`config.mk`:
```
export PLATFORM = sky130hd
export DESIGN_NAME = product_accumulator_flat
export DESIGN_NICKNAME = d
export VERILOG_FILES = /design/src/rtl/product_accumulator_if.sv /design/src/rtl/product_accumulator.sv /design/src/flat_wrapper.sv
export SDC_FILE = /design/constraint.sdc
export NUM_CORES = 1
export LEC_CHECK = 0
export CAP_MARGIN = 40
export CELL_PAD_IN_SITES_DETAIL_PLACEMENT = 1
export CELL_PAD_IN_SITES_GLOBAL_PLACEMENT = 1
export CORE_MARGIN = 4
export CORE_UTILIZATION = 45
export DETAILED_ROUTE_END_ITERATION = 6
export DONT_BUFFER_PORTS = 1
export GPL_ROUTABILITY_DRIVEN = 1
export HOLD_SLACK_MARGIN = 0.03
export PLACE_DENSITY = 0.85
export SYNTH_ARGS = -nofsm -noshare
export SYNTH_HDL_FRONTEND = slang
export SYNTH_SLANG_ARGS = --single-unit
```
`constraint.sdc`:
```
create_clock -name clk -period 2.05 [get_ports clk]
set_clock_uncertainty 0.05 [all_clocks]
set_input_delay 0.3075 -clock clk [delete_from_list [all_inputs] [get_ports clk]]
set_output_delay 0.3075 -clock clk [all_outputs]
set_load 0.005 [all_outputs]
```
`src/rtl/product_accumulator_if.sv`:
```
// Product-stream bus: 4-bit products in, group sums out, plus a synchronous abort.
interface product_accumulator_if #(
    parameter int unsigned ACC_W = 8
);
    logic             clr;
    logic             in_valid;
    logic             in_ready;
    logic [3:0]       in_prod;
    logic             out_valid;
    logic             out_ready;
    logic [ACC_W-1:0] out_data;
    logic             out_ovf;

    // Producer/consumer side: drives products and result acceptance.
    modport master (
        output clr,
        output in_valid,
        output in_prod,
        input  in_ready,
        input  out_valid,
        output out_ready,
        input  out_data,
        input  out_ovf
    );

    // Accumulator side.
    modport slave (
        input  clr,
        input  in_valid,
        input  in_prod,
        output in_ready,
        output out_valid,
        input  out_ready,
        output out_data,
        output out_ovf
    );
endinterface

```
`src/rtl/product_accumulator.sv`:
```
// Sums groups of COUNT unsigned multiplier products with saturation,
// presenting each group total on a held valid/ready output.
module product_accumulator #(
    parameter int unsigned ACC_W = 8,
    parameter int unsigned COUNT = 4
) (
    input logic                  clk,
    input logic                  rst,
    product_accumulator_if.slave bus
);
    localparam int unsigned CNT_W = $clog2(COUNT);
    localparam logic [CNT_W-1:0] LAST_CNT = CNT_W'(COUNT - 1);

    localparam logic [0:0] ACCUM = 1'b0;
    localparam logic [0:0] DONE  = 1'b1;

    logic [0:0]       state;
    logic [ACC_W-1:0] acc;
    logic [CNT_W-1:0] cnt;
    logic             ovf_int;
    logic [ACC_W-1:0] out_data;
    logic             out_ovf;

    logic [ACC_W:0]   sum;
    logic             sat;
    logic [ACC_W-1:0] acc_next;
    logic             ovf_next;
    logic             accept;
    logic             last;

    assign bus.in_ready  = (state == ACCUM) && !rst && !bus.clr;
    assign bus.out_valid = (state == DONE);
    assign bus.out_data  = out_data;
    assign bus.out_ovf   = out_ovf;

    // Saturating add of the offered product, and beat bookkeeping.
    always_comb begin
        sum      = {1'b0, acc} + {{(ACC_W - 3){1'b0}}, bus.in_prod};
        sat      = sum[ACC_W];
        acc_next = sat ? '1 : sum[ACC_W-1:0];
        ovf_next = ovf_int | sat;
        accept   = bus.in_valid && bus.in_ready;
        last     = (cnt == LAST_CNT);
    end

    // Group state machine: accumulate COUNT beats, then hold result until taken.
    always_ff @(posedge clk) begin
        if (rst || bus.clr) begin
            state    <= ACCUM;
            acc      <= '0;
            cnt      <= '0;
            ovf_int  <= 1'b0;
            out_data <= '0;
            out_ovf  <= 1'b0;
        end else if (state == ACCUM) begin
            if (accept) begin
                acc     <= acc_next;
                ovf_int <= ovf_next;
                if (last) begin
                    // cnt is left at COUNT-1 so it never exceeds its range;
                    // the handshake clears it for the next group.
                    state    <= DONE;
                    out_data <= acc_next;
                    out_ovf  <= ovf_next;
                end else begin
                    cnt <= cnt + 1'b1;
                end
            end
        end else begin
            if (bus.out_ready) begin
                state   <= ACCUM;
                acc     <= '0;
                cnt     <= '0;
                ovf_int <= 1'b0;
            end
        end
    end
endmodule

```
`src/flat_wrapper.sv`:
```
// flat-port wrapper written by rule: the top's interface ports become plain ports
module product_accumulator_flat 
#(
    parameter int unsigned ACC_W = 8,
    parameter int unsigned COUNT = 4
)
  (clk, rst, bus_clr, bus_in_valid, bus_in_prod, bus_in_ready, bus_out_valid, bus_out_ready, bus_out_data, bus_out_ovf);
  product_accumulator_if #(.ACC_W(ACC_W)) bus_i ();
  input logic clk;
  input logic rst;
  input wire logic [$bits(bus_i.clr)-1:0] bus_clr;
  input wire logic [$bits(bus_i.in_valid)-1:0] bus_in_valid;
  input wire logic [$bits(bus_i.in_prod)-1:0] bus_in_prod;
  output wire logic [$bits(bus_i.in_ready)-1:0] bus_in_ready;
  output wire logic [$bits(bus_i.out_valid)-1:0] bus_out_valid;
  input wire logic [$bits(bus_i.out_ready)-1:0] bus_out_ready;
  output wire logic [$bits(bus_i.out_data)-1:0] bus_out_data;
  output wire logic [$bits(bus_i.out_ovf)-1:0] bus_out_ovf;
  assign bus_i.clr = bus_clr;
  assign bus_i.in_valid = bus_in_valid;
  assign bus_i.in_prod = bus_in_prod;
  assign bus_in_ready = bus_i.in_ready;
  assign bus_out_valid = bus_i.out_valid;
  assign bus_i.out_ready = bus_out_ready;
  assign bus_out_data = bus_i.out_data;
  assign bus_out_ovf = bus_i.out_ovf;
  product_accumulator #(.ACC_W(ACC_W), .COUNT(COUNT)) u_core (.clk(clk), .rst(rst), .bus(bus_i));
endmodule
```
# ---- Word level (Yosys, flattened, before mapping)
# Index checks and enable logic that the tools add are counted.
dict set report word_totals {
  register_bits 21
  input_bits 9
  out_inout_bits 11
}
dict set report classes {
  n_addsub 2
  n_eq_ne 3
  mux 15
  bitwise 2
  reduce_logical 10
}
# op n
set ops {}
lappend ops {{$mux W8} 4}
lappend ops {{$add A8 B4 Y9} 1}
lappend ops {{$mux W2} 4}
lappend ops {{$mux W1} 7}
lappend ops {{$reduce_and A3 Y1} 2}
lappend ops {{$logic_and A1 B1 Y1} 3}
lappend ops {{$add A2 B1 Y2 const B} 1}
lappend ops {{$eq A2 B2 Y1 const B} 1}
lappend ops {{$logic_not A1 Y1} 2}
lappend ops {{$ne A2 B1 Y1 const B} 1}
lappend ops {{$ne A2 B2 Y1 const B} 1}
lappend ops {{$reduce_and A2 Y1} 1}
lappend ops {{$reduce_bool A2 Y1} 1}
lappend ops {{$logic_or A1 B1 Y1} 1}
lappend ops {{$not A1 Y1} 1}
lappend ops {{$or A1 B1 Y1} 1}

# ---- Logic depth before layout (Yosys ltp)
dict set report depth {
  depth_word 6
  depth_mapped 7
}

# ---- Worst setup path before layout
# Ideal clock, no wire load.
dict set report synth_path {
  path_type {input to register}
  from {input bus_in_prod[2]}
  to {register u_core.acc[7]}
  setup_time_ns 0.117
  t_arrival_ns 1.548
  t_required_ns 1.883
  setup_slack_ns 0.335
  stages 6
  n_path_buf 0
  cell_sequence {ha_1 and3_1 a221o_1 nand3_1 o21ai_1 a32o_1}
}
dict set report synth_between {
  elab_chain_len 4
}
# item line_no
set synth_lines {}
lappend synth_lines {{from (decl)} flat_wrapper.sv:13} ;# input wire logic [$bits(bus_i.in_prod)-1:0] bus_in_prod;
lappend synth_lines {{$add A8 B4 Y9} product_accumulator.sv:38} ;# sum = {1'b0, acc} + {{(ACC_W - 3){1'b0}}, bus.in_prod};
lappend synth_lines {{$mux W8} product_accumulator.sv:40} ;# acc_next = sat ? '1 : sum[ACC_W-1:0];
lappend synth_lines {{$mux W8} product_accumulator.sv:56} ;# if (accept) begin
lappend synth_lines {{$mux W8} product_accumulator.sv:55} ;# end else if (state == ACCUM) begin
lappend synth_lines {{to (signal assigned)} product_accumulator.sv:57} ;# acc <= acc_next;
lappend synth_lines {{to (decl)} product_accumulator.sv:18} ;# logic [ACC_W-1:0] acc;
# Every way passes these cells. The select of a mux whose other input is x is not followed.
# A chain may end at the register's enable or synchronous reset.

# ---- Final worst setup path
dict set report layout_path {
  from {register u_core.acc[3]}
  to {register u_core.acc[7]}
}
dict set report layout_between {
  elab_chain_len 4
}
# item line_no
set layout_lines {}
lappend layout_lines {{$add A8 B4 Y9} product_accumulator.sv:38}
lappend layout_lines {{$mux W8} product_accumulator.sv:40}
lappend layout_lines {{$mux W8} product_accumulator.sv:56}
lappend layout_lines {{$mux W8} product_accumulator.sv:55}
# Every way passes these cells. The select of a mux whose other input is x is not followed.

==> impl_metrics.csv <==
group,metric,value,unit
synthesis,ys_seq_elements,21,
synthesis,synth_warnings,0,
synthesis,synth_top_family_by_area,"compound AO/OA/AOI/OAI gates",
die,core,2318,sq um
synthesis,synth_cell_types,40,
global_route,grt_antenna_before_repair,0,
die,die_w,58.39,um
finish,area_delta_synth_final,3.176,%
timing,drv_slew,0,
clocking,cts_buffers,3,
setup_path,cp_cell_sequence,"ha_1 > and3_1 > a221o_1 > nand3_1 > o21ai_1 > a32o_1",
clocking,cts.root.buffer_cell,"clkbuf_4",
timing,fin_crit,1873,ps
setup_path,critPathRequiredTime,2190,ps
min_path,hold_path_class,"input pin to flip-flop",
setup_path,crit_family,"compound AO/OA/AOI/OAI gates",
job,drv_cap,0,
global_route,grt_pass1_wl,4616,um
finish,multi_input_area,681.9,sq um
drt,drc,0,
timing,fin_setup_tns,0,ps
outcome,status,"completed",
die,die_y,58.39,um
clocking,cts_htree_levels,1,
setup_path,criticalPathCategory,"flip-flop to flip-flop",
synthesis,async_flop_share,0,%
finish,layout_common_cells,"dfxtp_1 (21), a21oi_1 (10), nand3_1 (10), nand2_1 (10)",
synthesis,synthCells,127,
global_route,grt_pass1_vias,996,
timing,rsz0062_at_grt,"no",
timing,worstMarginPinSlew,467.7,ps
timing,relSlewSlack,68.72,%
finish,seq_area,420.4,sq um
clocking,ctsHoldBuffers,0,
setup_path,worstPathArrival,2020,ps
synthesis,synth-edff-count,0,
die,initial_core_util,49.27,%
setup_path,worstPathMaxFanout,6,
synthesis,syn_nets,142,
global_route,grt_usage,17.27,%
synthesis,netlist_area,1142,sq um
die,rows,17,
setup_path,start_kind,"flip-flop",
drt,dr.pass1.iters,4,
setup_path,slowest_delay,410,ps
power,powerDensity,555.5,nW/um^2
drt,drt_wl_total,2707,um
clocking,cts_tree,"done",
power,power_switching,0.1513,mW
clocking,clk_pin_slew,120,ps
timing,whs,126.6,ps
finish,fin_area,1179,sq um
setup_path,critPathBufInv,0,
finish,mostFrequentLayoutCell,"dfxtp_1",
power,pwr-share-seq,62.9,%
finish,drive_gt1_share,13.39,%
placement,dp.final_hpwl,2094,um
timing,finalHoldViolations,0,
power,ir_worst_vdd,0.4303,mV
power,swShare,23.11,%
synthesis,syn_area_per_cell,8.995,sq um
clocking,cts_buffer_depth,2,
synthesis,synth_xor_area_share,1.533,%
die,dieArea,3409,sq um
power,pwr-share-comb,7.3,%
timing,postLayoutSetupSlackWorst,176.8,ps
timing,setup_viol,0,
synthesis,synth.area.mux_share,0.9858,%
clocking,clk_latency,300,ps
power,leakagePower,0.4225,nW
placement,pre_cts_slack,209.5,ps
placement,place.gp.congestion,0.7705,
drt,vias,970,
drt,vias_per_cell,6.258,
drt,wl_per_cell,17.46,um
clocking,clock_sinks,21,
timing,fin_crit_sh,91.38,%
setup_path,slowest_stage,"a221o_1",
finish,fillCellCount,277,
power,power.share.clock,29.8,%
synthesis,synth-main-ff-cell,"dfxtp_1",
drt,drtIter0Drc,30,
finish,fin_nets,143,
synthesis,synth_fa_ha_area_share,7.229,%
placement,io_buffers,0,
global_route,grt_max_degree,12,
synthesis,yosys.area_share.simple,24.75,%
setup_path,crit_path_end_kind,"flip-flop",
timing,fmax,533.8,MHz
synthesis,synth_compound_area_share,25.19,%
clocking,cts_setup_buffers,0,
drt,ant_nets,0,
placement,dpl_cell_area,1152,sq um
power,power.internal,0.5034,mW
die,io_pins,20,
clocking,post_cts_resized,0,
power,total_power,0.6547,mW
finish,antenna_cells,0,
global_route,grt.overflow.total,0,
synthesis,ys_seq_area_share,36.80,%
-- sequential cells by signal, summed over array words and instances (netlist names) --
signal / count
u_core.ovf_int: 1
u_core.acc: 8
u_core.bus.out_ovf: 1
u_core.bus.out_data: 8
u_core.bus.out_valid: 1
u_core.cnt: 2
-- power groups by stage --
stage / registers (mW) / clock network, mW / logic (mW)
after global routing: 0.412 / 0.229 / 0.0534
final: 0.412 / 0.195 / 0.0479
after detailed placement: 0.421 / 0 / 0.0477
after global placement: 0.421 / 0 / 0.0463
after floorplan: 0.420 / 0 / 0.0374
after CTS: 0.412 / 0.203 / 0.0482
-- final cells by class --
cell class	instances	area share, %
sequential	21	35.67
clock buffer	4	2.229
timing repair buffer	1	0.6369
inverter	2	0.6369
multi-input combinational	99	57.86
tap	28	2.972
-- through the flow --
step	util (%)	std cells
after CTS	50.84	155
after floorplan	-	127
after global routing	50.84	155
after global placement	49.70	151
final	50.84	155
after detailed placement	49.70	151
-- layer usage --
layer / vias to the layer above / track usage (%) / part of all wire (%)
met5: - / 0 / 0
met4: 0 / 4.636 / 0.92
met3: 4 / 4.386 / 5.1
met2: 21 / 27.43 / 46
met1: 476 / 23.16 / 48
li1: 469 / - / -
-- kinds of logic (layout without fill, tap and decap cells) --
kind of cell / Yosys count / after routing
compound gates: 41 / 41
xor+xnor: 2 / 2
fa+ha+maj: 6 / 6
buf+inv: 7 / 7
flops: 21 / 21
mux: 1 / 1
simple gates: 49 / 49
-- cells in the mapped netlist (2+ instances only) --
master    count  area share, %
o21ai_1       5            2.2
a21oi_1      10            4.4
and3_1        4            2.2
buf_4         3            2.0
o31ai_1       3            2.0
dfxtp_1      21             37
nand4_1       2            1.1
buf_2         2           0.88
a211oi_1      2            1.3
nand2_1      10            3.3
nand3_1      10            4.4
ha_1          5            5.5
o21ai_0       8            3.5
a31oi_1       2            1.1
inv_1         2           0.66
nor2_1        8            2.6
a211oi_2      2            2.2
nor3_1        4            1.8
a21oi_2       3            2.3
-- path summary, 6_finish.rpt --
kind | from | end | slack [ps] | cells past startpoint
max reg2reg | u_core.acc[3] | u_core.acc[7] | 180 | 6
min reg2reg | u_core.cnt[1] | u_core.cnt[1] | 450 | 2
min | bus_out_ready | u_core.bus.out_valid | 130 | 2
max | u_core.acc[3] | u_core.acc[7] | 180 | 6
-- worst reg2reg max path, delay by kind of cell, from the launching register on --
kind            cells  cell delay (ps)
fa+ha+maj           1              360
flops               1              340
simple gates        2              330
compound gates      3              680
Note: power is estimated with default switching activity, not from simulation.
